<file path="config.mk">
export PLATFORM = sky130hd
export DESIGN_NAME = wb_port_arbiter_flat
export DESIGN_NICKNAME = d
export VERILOG_FILES = /design/src/rtl/wb_port_arbiter_pkg.sv /design/src/rtl/wb_port_arbiter_if.sv /design/src/rtl/wb_port_arbiter_fifo.sv /design/src/rtl/wb_port_arbiter.sv /design/src/flat_wrapper.sv
export SDC_FILE = /design/constraint.sdc
export NUM_CORES = 1
export LEC_CHECK = 0
export CAP_MARGIN = 20
export CORE_AREA = 2 2 107 109
export DETAILED_ROUTE_END_ITERATION = 8
export DIE_AREA = 0 0 109 111
export GPL_ROUTABILITY_DRIVEN = 1
export PLACE_DENSITY = 0.85
export SLEW_MARGIN = 0
export SYNTH_ARGS = -nofsm -noshare
export SYNTH_HDL_FRONTEND = slang
export SYNTH_SLANG_ARGS = --single-unit
export TNS_END_PERCENT = 30
</file>
<file path="constraint.sdc">
create_clock -name clk -period 3.93 [get_ports clk]
set_clock_uncertainty 0.05 [all_clocks]
set_input_delay 1.179 -clock clk [delete_from_list [all_inputs] [get_ports clk]]
set_output_delay 1.179 -clock clk [all_outputs]
set_load 0.1 [all_outputs]
</file>
<file path="src/rtl/wb_port_arbiter_pkg.sv">
// Shared writeback types: request bundle, source tag and a register decode helper.
// Imported by the FIFO, the arbiter top and the testbench.
package Common;

    typedef struct packed {
        logic [4:0]  wreg;
        logic [31:0] wdata;
    } WbReq;

    typedef enum logic {
        SrcPipe = 1'b0,
        SrcLong = 1'b1
    } WbSrc;

    function automatic logic [31:0] reg_bit(input logic [4:0] r);
        return 32'd1 << r;
    endfunction

endpackage

</file>
<file path="src/rtl/wb_port_arbiter_if.sv">
// Writeback arbiter bus: pipeline and long-latency requests, RF write port, pending mask.
// master = requester/RF side, slave = arbiter side.
interface wb_port_arbiter_if;
    logic        p_valid;
    logic        p_ready;
    logic [4:0]  p_wreg;
    logic [31:0] p_wdata;
    logic        l_valid;
    logic        l_ready;
    logic [4:0]  l_wreg;
    logic [31:0] l_wdata;
    logic        rf_we;
    logic [4:0]  rf_waddr;
    logic [31:0] rf_wdata;
    logic        rf_src;
    logic [31:0] pend_mask;

    modport master (
        output p_valid, p_wreg, p_wdata,
        output l_valid, l_wreg, l_wdata,
        input  p_ready, l_ready,
        input  rf_we, rf_waddr, rf_wdata, rf_src,
        input  pend_mask
    );

    modport slave (
        input  p_valid, p_wreg, p_wdata,
        input  l_valid, l_wreg, l_wdata,
        output p_ready, l_ready,
        output rf_we, rf_waddr, rf_wdata, rf_src,
        output pend_mask
    );
endinterface

</file>
<file path="src/rtl/wb_port_arbiter_fifo.sv">
// Synchronous FIFO with full/empty flags; exposes every slot and its valid bit.
// Ports: clk, rst (async active-low), push/din, pop/dout, full, empty, entries, vld.
module wb_fifo
    import Common::*;
#(
    parameter int  DEPTH = 2,
    parameter type T     = WbReq
) (
    input  logic             clk,
    input  logic             rst,
    input  logic             push,
    input  T                 din,
    input  logic             pop,
    output T                 dout,
    output logic             full,
    output logic             empty,
    output T [DEPTH-1:0]     entries,
    output logic [DEPTH-1:0] vld
);
    localparam int AW = (DEPTH > 1) ? $clog2(DEPTH) : 1;

    logic [AW-1:0] wr_ptr;
    logic [AW-1:0] rd_ptr;
    T [DEPTH-1:0]  mem;
    logic          do_push;
    logic          do_pop;

    assign do_push = push && !full;
    assign do_pop  = pop && !empty;

    // Per-slot valid bits make full/empty trivial and feed the pending mask.
    assign full    = &vld;
    assign empty   = ~|vld;
    assign dout    = mem[rd_ptr];
    assign entries = mem;

    always_ff @(posedge clk or negedge rst) begin
        if (!rst) begin
            wr_ptr <= '0;
            rd_ptr <= '0;
            mem    <= '0;
            vld    <= '0;
        end else begin
            if (do_push) begin
                mem[wr_ptr] <= din;
                vld[wr_ptr] <= 1'b1;
                wr_ptr      <= wr_ptr + 1'b1;
            end
            // Push into a full FIFO is blocked, so a same-cycle push never hits rd_ptr.
            if (do_pop) begin
                vld[rd_ptr] <= 1'b0;
                rd_ptr      <= rd_ptr + 1'b1;
            end
        end
    end
endmodule

</file>
<file path="src/rtl/wb_port_arbiter.sv">
// Register-file write port arbiter: pipeline first, long-latency queued with starvation override.
// Ports: clk, rst (async active-low), bus (slave modport: requests, RF write, pend_mask).
module wb_port_arbiter
    import Common::*;
#(
    parameter int FIFO_DEPTH = 2,
    parameter int STARVE_MAX = 4
) (
    input  logic            clk,
    input  logic            rst,
    wb_port_arbiter_if.slave bus
);
    localparam int SW = $clog2(STARVE_MAX + 1);
    localparam logic [SW-1:0] STARVE_TOP = SW'(STARVE_MAX);

    logic                  fifo_full;
    logic                  fifo_empty;
    WbReq                  head;
    WbReq [FIFO_DEPTH-1:0] ents;
    logic [FIFO_DEPTH-1:0] ents_vld;

    logic [SW-1:0] starve_cnt;
    logic          force_pop;
    logic          p_ready;
    logic          l_ready;
    logic          grant_p;
    logic          push;
    logic          pop;

    logic          wr_en;
    WbReq          wr_req;
    WbSrc          wr_src;

    logic          rf_we;
    logic [4:0]    rf_waddr;
    logic [31:0]   rf_wdata;
    WbSrc          rf_src;
    logic [31:0]   pend_mask;

    wb_fifo #(
        .DEPTH(FIFO_DEPTH),
        .T    (WbReq)
    ) u_fifo (
        .clk    (clk),
        .rst    (rst),
        .push   (push),
        .din    ({bus.l_wreg, bus.l_wdata}),
        .pop    (pop),
        .dout   (head),
        .full   (fifo_full),
        .empty  (fifo_empty),
        .entries(ents),
        .vld    (ents_vld)
    );

    // Readies are qualified by rst so nothing handshakes while held in reset.
    assign force_pop = !fifo_empty && (starve_cnt == STARVE_TOP);
    assign p_ready   = rst && !force_pop;
    assign l_ready   = rst && !fifo_full;
    assign grant_p   = bus.p_valid && p_ready;
    // x0 results complete the handshake but never occupy a slot.
    assign push      = bus.l_valid && l_ready && (bus.l_wreg != 5'd0);
    assign pop       = !fifo_empty && (force_pop || !bus.p_valid);

    always_comb begin
        wr_en  = 1'b0;
        wr_req = head;
        wr_src = SrcLong;
        unique case (1'b1)
            pop: begin
                wr_en = 1'b1;
            end
            grant_p: begin
                wr_en  = (bus.p_wreg != 5'd0);
                wr_req = {bus.p_wreg, bus.p_wdata};
                wr_src = SrcPipe;
            end
            default: ;
        endcase
    end

    always_comb begin
        pend_mask = '0;
        for (int i = 0; i < FIFO_DEPTH; i++) begin
            if (ents_vld[i]) pend_mask |= reg_bit(ents[i].wreg);
        end
    end

    always_ff @(posedge clk or negedge rst) begin
        if (!rst) begin
            starve_cnt <= '0;
        end else if (fifo_empty || pop) begin
            starve_cnt <= '0;
        end else if (starve_cnt != STARVE_TOP) begin
            starve_cnt <= starve_cnt + 1'b1;
        end
    end

    // Address/data/source hold their last value when no write is granted.
    always_ff @(posedge clk or negedge rst) begin
        if (!rst) begin
            rf_we    <= 1'b0;
            rf_waddr <= '0;
            rf_wdata <= '0;
            rf_src   <= SrcPipe;
        end else begin
            rf_we <= wr_en;
            if (wr_en) begin
                rf_waddr <= wr_req.wreg;
                rf_wdata <= wr_req.wdata;
                rf_src   <= wr_src;
            end
        end
    end

    assign bus.p_ready   = p_ready;
    assign bus.l_ready   = l_ready;
    assign bus.rf_we     = rf_we;
    assign bus.rf_waddr  = rf_waddr;
    assign bus.rf_wdata  = rf_wdata;
    assign bus.rf_src    = rf_src;
    assign bus.pend_mask = pend_mask;
endmodule

</file>
<file path="src/flat_wrapper.sv">
// flat-port wrapper written by rule: the top's interface ports become plain ports
module wb_port_arbiter_flat import Common::*;
#(
    parameter int FIFO_DEPTH = 2,
    parameter int STARVE_MAX = 4
)
  (clk, rst, bus_p_valid, bus_p_wreg, bus_p_wdata, bus_l_valid, bus_l_wreg, bus_l_wdata, bus_p_ready, bus_l_ready, bus_rf_we, bus_rf_waddr, bus_rf_wdata, bus_rf_src, bus_pend_mask);
  wb_port_arbiter_if bus_i ();
  input  logic clk;
  input  logic rst;
  input wire logic [$bits(bus_i.p_valid)-1:0] bus_p_valid;
  input wire logic [$bits(bus_i.p_wreg)-1:0] bus_p_wreg;
  input wire logic [$bits(bus_i.p_wdata)-1:0] bus_p_wdata;
  input wire logic [$bits(bus_i.l_valid)-1:0] bus_l_valid;
  input wire logic [$bits(bus_i.l_wreg)-1:0] bus_l_wreg;
  input wire logic [$bits(bus_i.l_wdata)-1:0] bus_l_wdata;
  output wire logic [$bits(bus_i.p_ready)-1:0] bus_p_ready;
  output wire logic [$bits(bus_i.l_ready)-1:0] bus_l_ready;
  output wire logic [$bits(bus_i.rf_we)-1:0] bus_rf_we;
  output wire logic [$bits(bus_i.rf_waddr)-1:0] bus_rf_waddr;
  output wire logic [$bits(bus_i.rf_wdata)-1:0] bus_rf_wdata;
  output wire logic [$bits(bus_i.rf_src)-1:0] bus_rf_src;
  output wire logic [$bits(bus_i.pend_mask)-1:0] bus_pend_mask;
  assign bus_i.p_valid = bus_p_valid;
  assign bus_i.p_wreg = bus_p_wreg;
  assign bus_i.p_wdata = bus_p_wdata;
  assign bus_i.l_valid = bus_l_valid;
  assign bus_i.l_wreg = bus_l_wreg;
  assign bus_i.l_wdata = bus_l_wdata;
  assign bus_p_ready = bus_i.p_ready;
  assign bus_l_ready = bus_i.l_ready;
  assign bus_rf_we = bus_i.rf_we;
  assign bus_rf_waddr = bus_i.rf_waddr;
  assign bus_rf_wdata = bus_i.rf_wdata;
  assign bus_rf_src = bus_i.rf_src;
  assign bus_pend_mask = bus_i.pend_mask;
  wb_port_arbiter #(.FIFO_DEPTH(FIFO_DEPTH), .STARVE_MAX(STARVE_MAX)) u_core (.clk(clk), .rst(rst), .bus(bus_i));
endmodule
</file>
==> results.tsv, run 1 <==
metric	value	unit
status	finished clean	
ys flop type	dfrtp_1	
Syn Nets	524	
layout cells sized above 1	32.2	%
Final Max Tran Viols	0	
GRT met1 Usage	31.5	%
most common cell in the netlist	dfrtp_1	
n_diodes	0	
Clock Sinks	120	
H-tree depth	4	
Post-synth EDFFs	0	
Post-synth ARST share	100	%
CP Capture Type	output port	
placement row count	39	
DRC	0	
syn_area_per_cell	12.9	um2
chip height	111	um
TritonCTS Buffers	17	
crit path kind	register to output port	
final setup vio count	0	
PortBufs	150	
Crit path required time	2.70	ns
total track usage	24.9	%
setup TNS	0	ns
Initial DRT Pass Iterations	5	
yosys warns	0	
vias in the first global route	4614	
GR peak layer	met2	
placed insts	712	
CTS max path bufs	2	
Routability Congestion	0.844	
clock tree from TritonCTS	yes	
nets	668	
worst slew pin tran	0.986	ns
RSZ-0062 raised after global routing	no	
top cells by area, synth	dfrtp_1 53%, mux2_2 9.3%, mux2i_1 6.7%, o221a_2 6.1%, mux2_4 4.7%	
final critical-path share of the clock period	85.5	%
Post-Syn Area	0.00571	mm2
Worst-path clk slew	0.05	ns
Synth Instances	444	
post-layout min period	3.36	ns
# IOs	151	
crit path DAT	2.13	ns
Routed WL	14300	um
largest net degree at the start of global routing	76	
setup bufs post-CTS	0	
via count	4377	
Layout Cells excl Fill	742	
FF+latch count, synth	120	
most frequent cells after synthesis	120 x dfrtp_1, 51 x nand2_1, 47 x mux2_2, 38 x mux2i_1, 31 x o221a_2	
post-detail-place hpwl	9340	um
Worst Path Max Fanout	8	
max-cap violations	0	
M3 GR Usage	5.58	%
Post-CTS Resized	0	
Clock Latency Late Sink	0.40	ns
met2 Usage GRT	41.6	%
grt total ovfl	0	
DR vias/cell	5.90	
post-route ant nets	0	
CTS Root Cell	clkbuf_16	
hold crit path type	register to register	
first-pass GRT wire length	23500	um
share of the synthesized area in the top cell type	52.6	%
Initial Util	51.6	%
DRT iter0 DRCs	503	
final hold vios	0	
synth unique cells	40	
wire length per cell	19.3	um
Yosys top cell by area	dfrtp_1	
die area	0.0121	mm2
fmax	298	MHz
crit path launch type	register	
antenna violations before repair	0	
Core Area	0.0111	mm2
Slew HR	34.1	%
Die Width	109	um
CTS Hold Bufs	0	
Layout area overhead	35.3	%
sequential share of the synthesized area	52.6	%
==> cell families after synthesis <==
logic type,Yosys count,synth area share (%)
xor gates and xnor gates,1,0.153
and+or+nand+nor,93,7.80
adders and majority gates,2,0.438
buffers and inverters,38,4.27
muxes,112,22.4
DFF,120,52.6
AOI/OAI and AO/OA,78,12.3
==> critical path, cell delays in order, from the launching register on <==
cell and delay (ns):
dfrtp_1 0.52, nand2_1 0.19, or2_2 0.35, o32ai_1 0.31, buf_4 0.35
==> cells in the final DEF (no fill, tap or decap), types with 7 or more instances in the layout <==
master	instances
clkdlybuf4s50_1	99
clkbuf_16	17
dfrtp_1	119
mux2_1	9
mux2i_1	38
mux2_2	47
mux2_4	18
nand3_1	7
nand2_1	51
o22ai_1	28
nor2_1	8
buf_4	54
o221a_2	31
==> final timing paths <==
| check | startpoint | end | slack (ns) | cells after the start |
|---|---|---|---|---|
| min | u_core.starve_cnt[0] | u_core.starve_cnt[0] | 0.42 | 1 |
| max reg2reg | u_core.u_fifo.vld[1] | u_core.bus.rf_wdata[12] | 1.67 | 4 |
| min reg2reg | u_core.starve_cnt[0] | u_core.starve_cnt[0] | 0.42 | 1 |
| min in group asynchronous | rst | u_core.u_fifo.vld[1] | 0.83 | 2 |
| max in group asynchronous | rst | u_core.u_fifo.entries[46] | 2.27 | 2 |
| max | u_core.u_fifo.entries[73] | bus_pend_mask[28] | 0.57 | 4 |
==> area by class of cell <==
type                       count  area, um2
fill                         757       3350
multi-input combinational    286       2490
tap                          143        179
clock inverter                 3       40.0
timing repair buffer         157       1480
sequential                   120       3000
inverter                       6       22.5
clock buffer                  27        513
==> sequential cells by signal, indices dropped and copies added (netlist names) <==
register	cells
u_core.bus.rf_wdata	32
u_core.u_fifo.vld	2
u_core.u_fifo.entries	74
u_core.bus.rf_we	1
u_core.u_fifo.wr_ptr	1
u_core.starve_cnt	3
u_core.bus.rf_src	1
u_core.u_fifo.rd_ptr	1
u_core.bus.rf_waddr	5
==> stage by stage <==
step / utilization [%] / hold slack [ns] / area (um2) / setup WS (ns)
after global placement: 64.6 / 0.398 / 7160 / 0.356
after detailed placement: 64.8 / 0.414 / 7180 / 0.314
after floorplan: - / 0.388 / 5720 / -0.533
after CTS: 69.8 / 0.424 / 7730 / 0.607
final: 69.8 / 0.423 / 7730 / 0.570
after global routing: 69.8 / 0.445 / 7730 / 0.477
==> routing by layer <==
metal | up-vias | part of all wire [%]
li1 | 1934 | -
met1 | 2210 | 42
met2 | 200 | 51
met3 | 33 | 5.0
met4 | 0 | 2.0
met5 | - | 0
Power of run 1 is not shown: default switching activity piles up to over one toggle a cycle in this logic, so the estimate is an artifact.
==> run 2: changes to the inputs <==
TNS_END_PERCENT = 50   (was 30)
==> run 2 against run 1 <==
- via count is 0.37% lower
- flip-flop and latch count stayed put
- critical endpoint is now bus_pend_mask[21]
- utilization is 0.29 points higher
- wire length is 2.0% lower
- critical path type unchanged
- register-to-register slack better by 0.10 ns
- cell count is 0.13% higher
- setup slack better by 0.012 ns
- non-clock buffer count is 1 lower
==> results.tsv, run 2 (synthesis results as in run 1) <==
metric	value	unit	change
Crit path required time	2.70	ns	about the same
final setup vio count	0		unchanged
Worst R2R End	u_core.bus.rf_wdata[4]		
Final WS setup	0.582	ns	+0.0119 ns
# IOs	151		unchanged
fmax	299	MHz	+0.35%
Initial DRT Pass Iterations	6		+1
via count	4361		-0.37%
n_diodes	0		unchanged
CTS max path bufs	2		unchanged
crit path DAT	2.12	ns	about the same
Register Area	0.00300	mm2	unchanged
post-route cell area	0.00776	mm2	+0.42%
Clock Sinks	120		unchanged
CP Capture Type	output port		
DRT iter0 DRCs	507		+0.80%
commonest non-fill, non-tap cell in the layout	dfrtp_1		
Die Width	109	um	unchanged
RSZ-0062 raised after global routing	no		
worst slew pin tran	0.981	ns	-0.00512 ns
most frequent cells in the layout	119 x dfrtp_1, 97 x clkdlybuf4s50_1, 55 x buf_4		
status	finished clean		
Post-CTS Resized	0		unchanged
dpl ws	0.365	ns	+0.0505 ns
Worst-path clk slew	0.06	ns	about the same
antenna violations before repair	0		unchanged
chip height	111	um	unchanged
die area	0.0121	mm2	unchanged
final hold vios	0		unchanged
Layout Cells excl Fill	743		+0.13%
multi-input logic area	0.00250	mm2	+0.30%
Worst Path Max Fanout	9		+1
Core Area	0.0111	mm2	unchanged
PortBufs	150		unchanged
setup bufs post-CTS	0		unchanged
grt total ovfl	0		unchanged
Endpoint, Worst Hold	u_core.starve_cnt[0]		
Largest register FFs	74		unchanged
reg-to-reg critical path startpoint	u_core.u_fifo.vld[1]		
placement row count	39		unchanged
Routability Congestion	0.878		+4.0%
Initial Util	51.6	%	unchanged
crit path kind	register to output port		
first-pass GRT wire length	22900	um	-2.3%
total track usage	24.5	%	-0.38 points
clock tree from TritonCTS	yes		
worst-case hold slack	0.420	ns	-0.00308 ns
hold crit path type	register to register		
Slew HR	34.4	%	+0.34 points
final critical-path share of the clock period	85.2	%	-0.30 points
DR vias/cell	5.87		-0.50%
vias in the first global route	4730		+2.5%
FF-to-FF setup slack	1.77	ns	+0.10 ns
Clock Latency Late Sink	0.41	ns	about the same
TritonCTS Buffers	17		unchanged
post-route ant nets	0		unchanged
dpl cell area	0.00715	mm2	-0.35%
Final Max Tran Viols	0		unchanged
CTS Root Cell	clkbuf_16		
wire length per cell	18.9	um	-2.1%
placed insts	710		-0.28%
post-detail-place hpwl	9280	um	-0.58%
Routed WL	14000	um	-2.0%
crit path launch type	register		
Worst Hold Launch	u_core.starve_cnt[0]		
fillers	758		+0.13%
layout cells sized above 1	33.0	%	+0.78 points
post-layout min period	3.35	ns	-0.0119 ns
max-cap violations	0		unchanged
CTS Hold Bufs	0		unchanged
H-tree depth	4		unchanged
DRC	0		unchanged
hold path depth	1		unchanged
reg2reg path depth	4		unchanged
nets	667		-0.15%
Layout area overhead	35.9	%	
largest net degree at the start of global routing	68		-11%
==> run 2: cell count changes in the layout (fill, tap and decap cells not counted), sizes merged <==
cell,previous run,this run
buf,58,59
clkinv,2,5
clkbuf,27,23
bufinv,1,3
clkinvlp,0,1
clkdlybuf4s50,99,97
==> run 2: how the worst max path moves through the flow <==
stage,startpoint,endpoint,slack [ns],cells after the start
after floorplan,u_core.u_fifo.entries[73],bus_pend_mask[20],-0.48,3
after global placement,bus_l_wreg[0],u_core.u_fifo.entries[17],0.46,5
after detailed placement,bus_l_wreg[0],u_core.u_fifo.entries[8],0.36,5
after CTS,u_core.u_fifo.entries[73],bus_pend_mask[20],0.62,4
after global routing,u_core.u_fifo.entries[73],bus_pend_mask[28],0.49,4
final,u_core.u_fifo.vld[0],bus_pend_mask[21],0.58,5
==> run 2: critical path: stages, from the launching register on <==
cell and delay, ns:
dfrtp_1 0.53, inv_1 0.13, nor2_1 0.26, nand3_1 0.23, o22ai_1 0.25, buf_4 0.32
==> run 2: cell type report <==
class	instances	area share (%)
inverters	6	0.290
well taps	143	2.31
flip-flops and latches	120	38.7
clock buffers	23	6.03
clock inverters	9	1.58
multi-input cells	286	32.2
repair buffers	156	18.9
==> run 2: per-layer routing <==
metal	global-route usage, %	wire, um	part of all wire, %	up-vias
li1	-	-	-	1940
met4	13.9	613	4.4	0
met3	5.35	851	6.1	54
met5	0	0	0	-
met2	39.8	6910	49	198
met1	29.8	5660	40	2169
==> run 2: stage by stage <==
step / util, % / TNS, ns
floorplan: - / -0.956
global placement: 64.6 / 0
detailed placement: 64.6 / 0
CTS: 69.9 / 0
global route: 70.1 / 0
finish: 70.1 / 0
Power of run 2 is left out for the same reason.
==> run 3: changes to the inputs <==
CORE_AREA = 2 2 155 157   (was 2 2 107 109)
DIE_AREA = 0 0 157 159   (was 0 0 109 111)
PLACE_DENSITY = unset   (was 0.85)
==> run 3 against run 2 <==
- critical path depth down 1
- worst hold slack better by 0.0037 ns
- via count down 2.7%
- cell count up 24%
- sequential share of layout area down 1.2 points
- count of clock-buffer cells in the layout down 3
- non-clock buffer count up 5
- wire length up 7.7%
==> results.tsv, run 3 (synthesis results as in run 1) <==
metric	value	unit	change
Layout area overhead	40.2	%	
status	finished clean		
H-tree depth	4		unchanged
wire length per cell	16.4	um	-13%
placement row count	56		+44%
crit path kind	register to output port		
clock tree from TritonCTS	yes		
post-detail-place hpwl	10500	um	+14%
delay-heaviest family, CP	simple AND/OR/NAND/NOR gates		
# IOs	151		unchanged
TritonCTS Buffers	17		unchanged
final critical-path share of the clock period	85.4	%	+0.23 points
Worst-path clk slew	0.06	ns	about the same
largest net degree at the start of global routing	68		unchanged
Comb power frac	50.4	%	
WP depth	4		-1
final setup vio count	0		unchanged
post-route ant nets	0		unchanged
Register Area	0.00300	mm2	unchanged
n_diodes	0		unchanged
post-layout min period	3.36	ns	+0.00920 ns
CTS max path bufs	2		unchanged
hold crit path type	register to register		
DRC	0		unchanged
grt total ovfl	0		unchanged
setup bufs post-CTS	0		unchanged
final hold vios	0		unchanged
Buf+Inv Stages, Crit Path	1		-1
nets	672		+0.75%
Clk pwr share	20.1	%	
PortBufs	150		unchanged
Final Max Tran Viols	0		unchanged
total track usage	12.3	%	-12 points
crit-path cells	nand2b_1, or2_2, o32ai_2, buf_4		
CP Launch Point	u_core.u_fifo.entries[71]		
Die Width	157	um	+44%
CTS Hold Bufs	0		unchanged
CTS Root Cell	clkbuf_16		
first-pass GRT wire length	24000	um	+4.5%
commonest non-fill, non-tap cell in the layout	dfrtp_1		
worst slew pin tran	1.10	ns	+0.119 ns
Core Util, Final	34.5	%	-36 points
reg-to-reg critical path startpoint	u_core.u_fifo.vld[1]		
antenna violations before repair	0		unchanged
die area	0.0250	mm2	+110%
Int Power	0.00431	W	
Slew HR	26.7	%	-7.7 points
fmax	298	MHz	-0.27%
most frequent cells in the layout	119 x dfrtp_1, 84 x clkdlybuf4s50_1, 74 x buf_4		
fillers	2307		+200%
crit path launch type	register		
FF-to-FF setup slack	1.88	ns	+0.11 ns
sequential share of power	29.4	%	
Clock Sinks	120		unchanged
NetSw	0.00387	W	
vias in the first global route	4396		-7.1%
Clock Latency Late Sink	0.41	ns	about the same
Post-CTS Resized	0		unchanged
max-cap violations	0		unchanged
DRT iter0 DRCs	271		-47%
Critical Path End	bus_pend_mask[16]		
multi-input logic area	0.00250	mm2	unchanged
chip height	159	um	+43%
Initial Util	24.6	%	-27 points
Worst Path Max Fanout	8		-1
max incr delay on CP	0.46	ns	-0.07 ns
worst-case hold slack	0.424	ns	+0.00366 ns
RSZ-0062 raised after global routing	no		
CP Capture Type	output port		
setup TNS	0	ns	unchanged
Slowest cell on crit path	dfrtp_1		
Power Density	1020	mW/mm2	
Initial DRT Pass Iterations	4		-2
Worst R2R End	u_core.u_fifo.entries[38]		
Max VDD drop	595	uV	
Routed WL	15100	um	+7.7%
static leakage	3.45	nW	
Largest register FFs	74		unchanged
DR vias/cell	4.60		-22%
Crit path required time	2.70	ns	about the same
layout cells sized above 1	35.9	%	+2.9 points
Core Area	0.0232	mm2	+110%
via count	4242		-2.7%
Routability Congestion	0.783		-11%
Sw Share	47.3	%	
crit path DAT	2.13	ns	about the same
reg2reg path depth	5		+1
-- run 3: power groups by stage --
stage | Clock (W) | Sequential, W | Combinational [W]
floorplan | 0 | 0.00364 | 0.00196
global placement | 0 | 0.00242 | 0.00412
detailed placement | 0 | 0.00241 | 0.00417
CTS | 0.00169 | 0.00241 | 0.00416
global route | 0.00174 | 0.00250 | 0.00434
finish | 0.00164 | 0.00241 | 0.00413
-- run 3: how the worst min path moves through the flow --
stage,startpoint,end,slack (ns),cells after the start
global route,u_core.starve_cnt[0],u_core.starve_cnt[0],0.44,1
CTS,u_core.starve_cnt[0],u_core.starve_cnt[0],0.43,1
detailed placement,u_core.starve_cnt[0],u_core.starve_cnt[0],0.42,1
floorplan,u_core.starve_cnt[0],u_core.starve_cnt[0],0.39,1
finish,u_core.starve_cnt[0],u_core.starve_cnt[0],0.42,1
global placement,u_core.starve_cnt[0],u_core.starve_cnt[0],0.41,1
-- run 3: routing by layer --
layer | vias up | global-route usage, % | share of wire (%)
met4 | 0 | 4.13 | 1.4
met1 | 2154 | 16.2 | 46
met5 | - | 0 | 0
met3 | 20 | 3.18 | 4.8
li1 | 1947 | - | -
met2 | 121 | 19.7 | 48
-- run 3: cell type report --
class / count / share of cell area (%)
Clock buffer: 20 / 5.58
Clock inverter: 11 / 2.17
Inverter: 6 / 0.281
Multi-Input combinational cell: 286 / 31.2
Sequential cell: 120 / 37.5
Tap cell: 319 / 4.99
Timing Repair Buffer: 161 / 18.2
-- run 3: through the flow --
stage / worst slack, ns / power [W] / cells / area [um2]
finish: 0.573 / 0.00818 / 923 / 8000
floorplan: -0.478 / 0.00560 / 444 / 5730
detailed placement: 0.477 / 0.00658 / 892 / 7380
global route: 0.424 / 0.00858 / 923 / 8000
global placement: 0.509 / 0.00653 / 892 / 7380
CTS: 0.562 / 0.00826 / 923 / 8000
(Power assumes the default switching activity.)
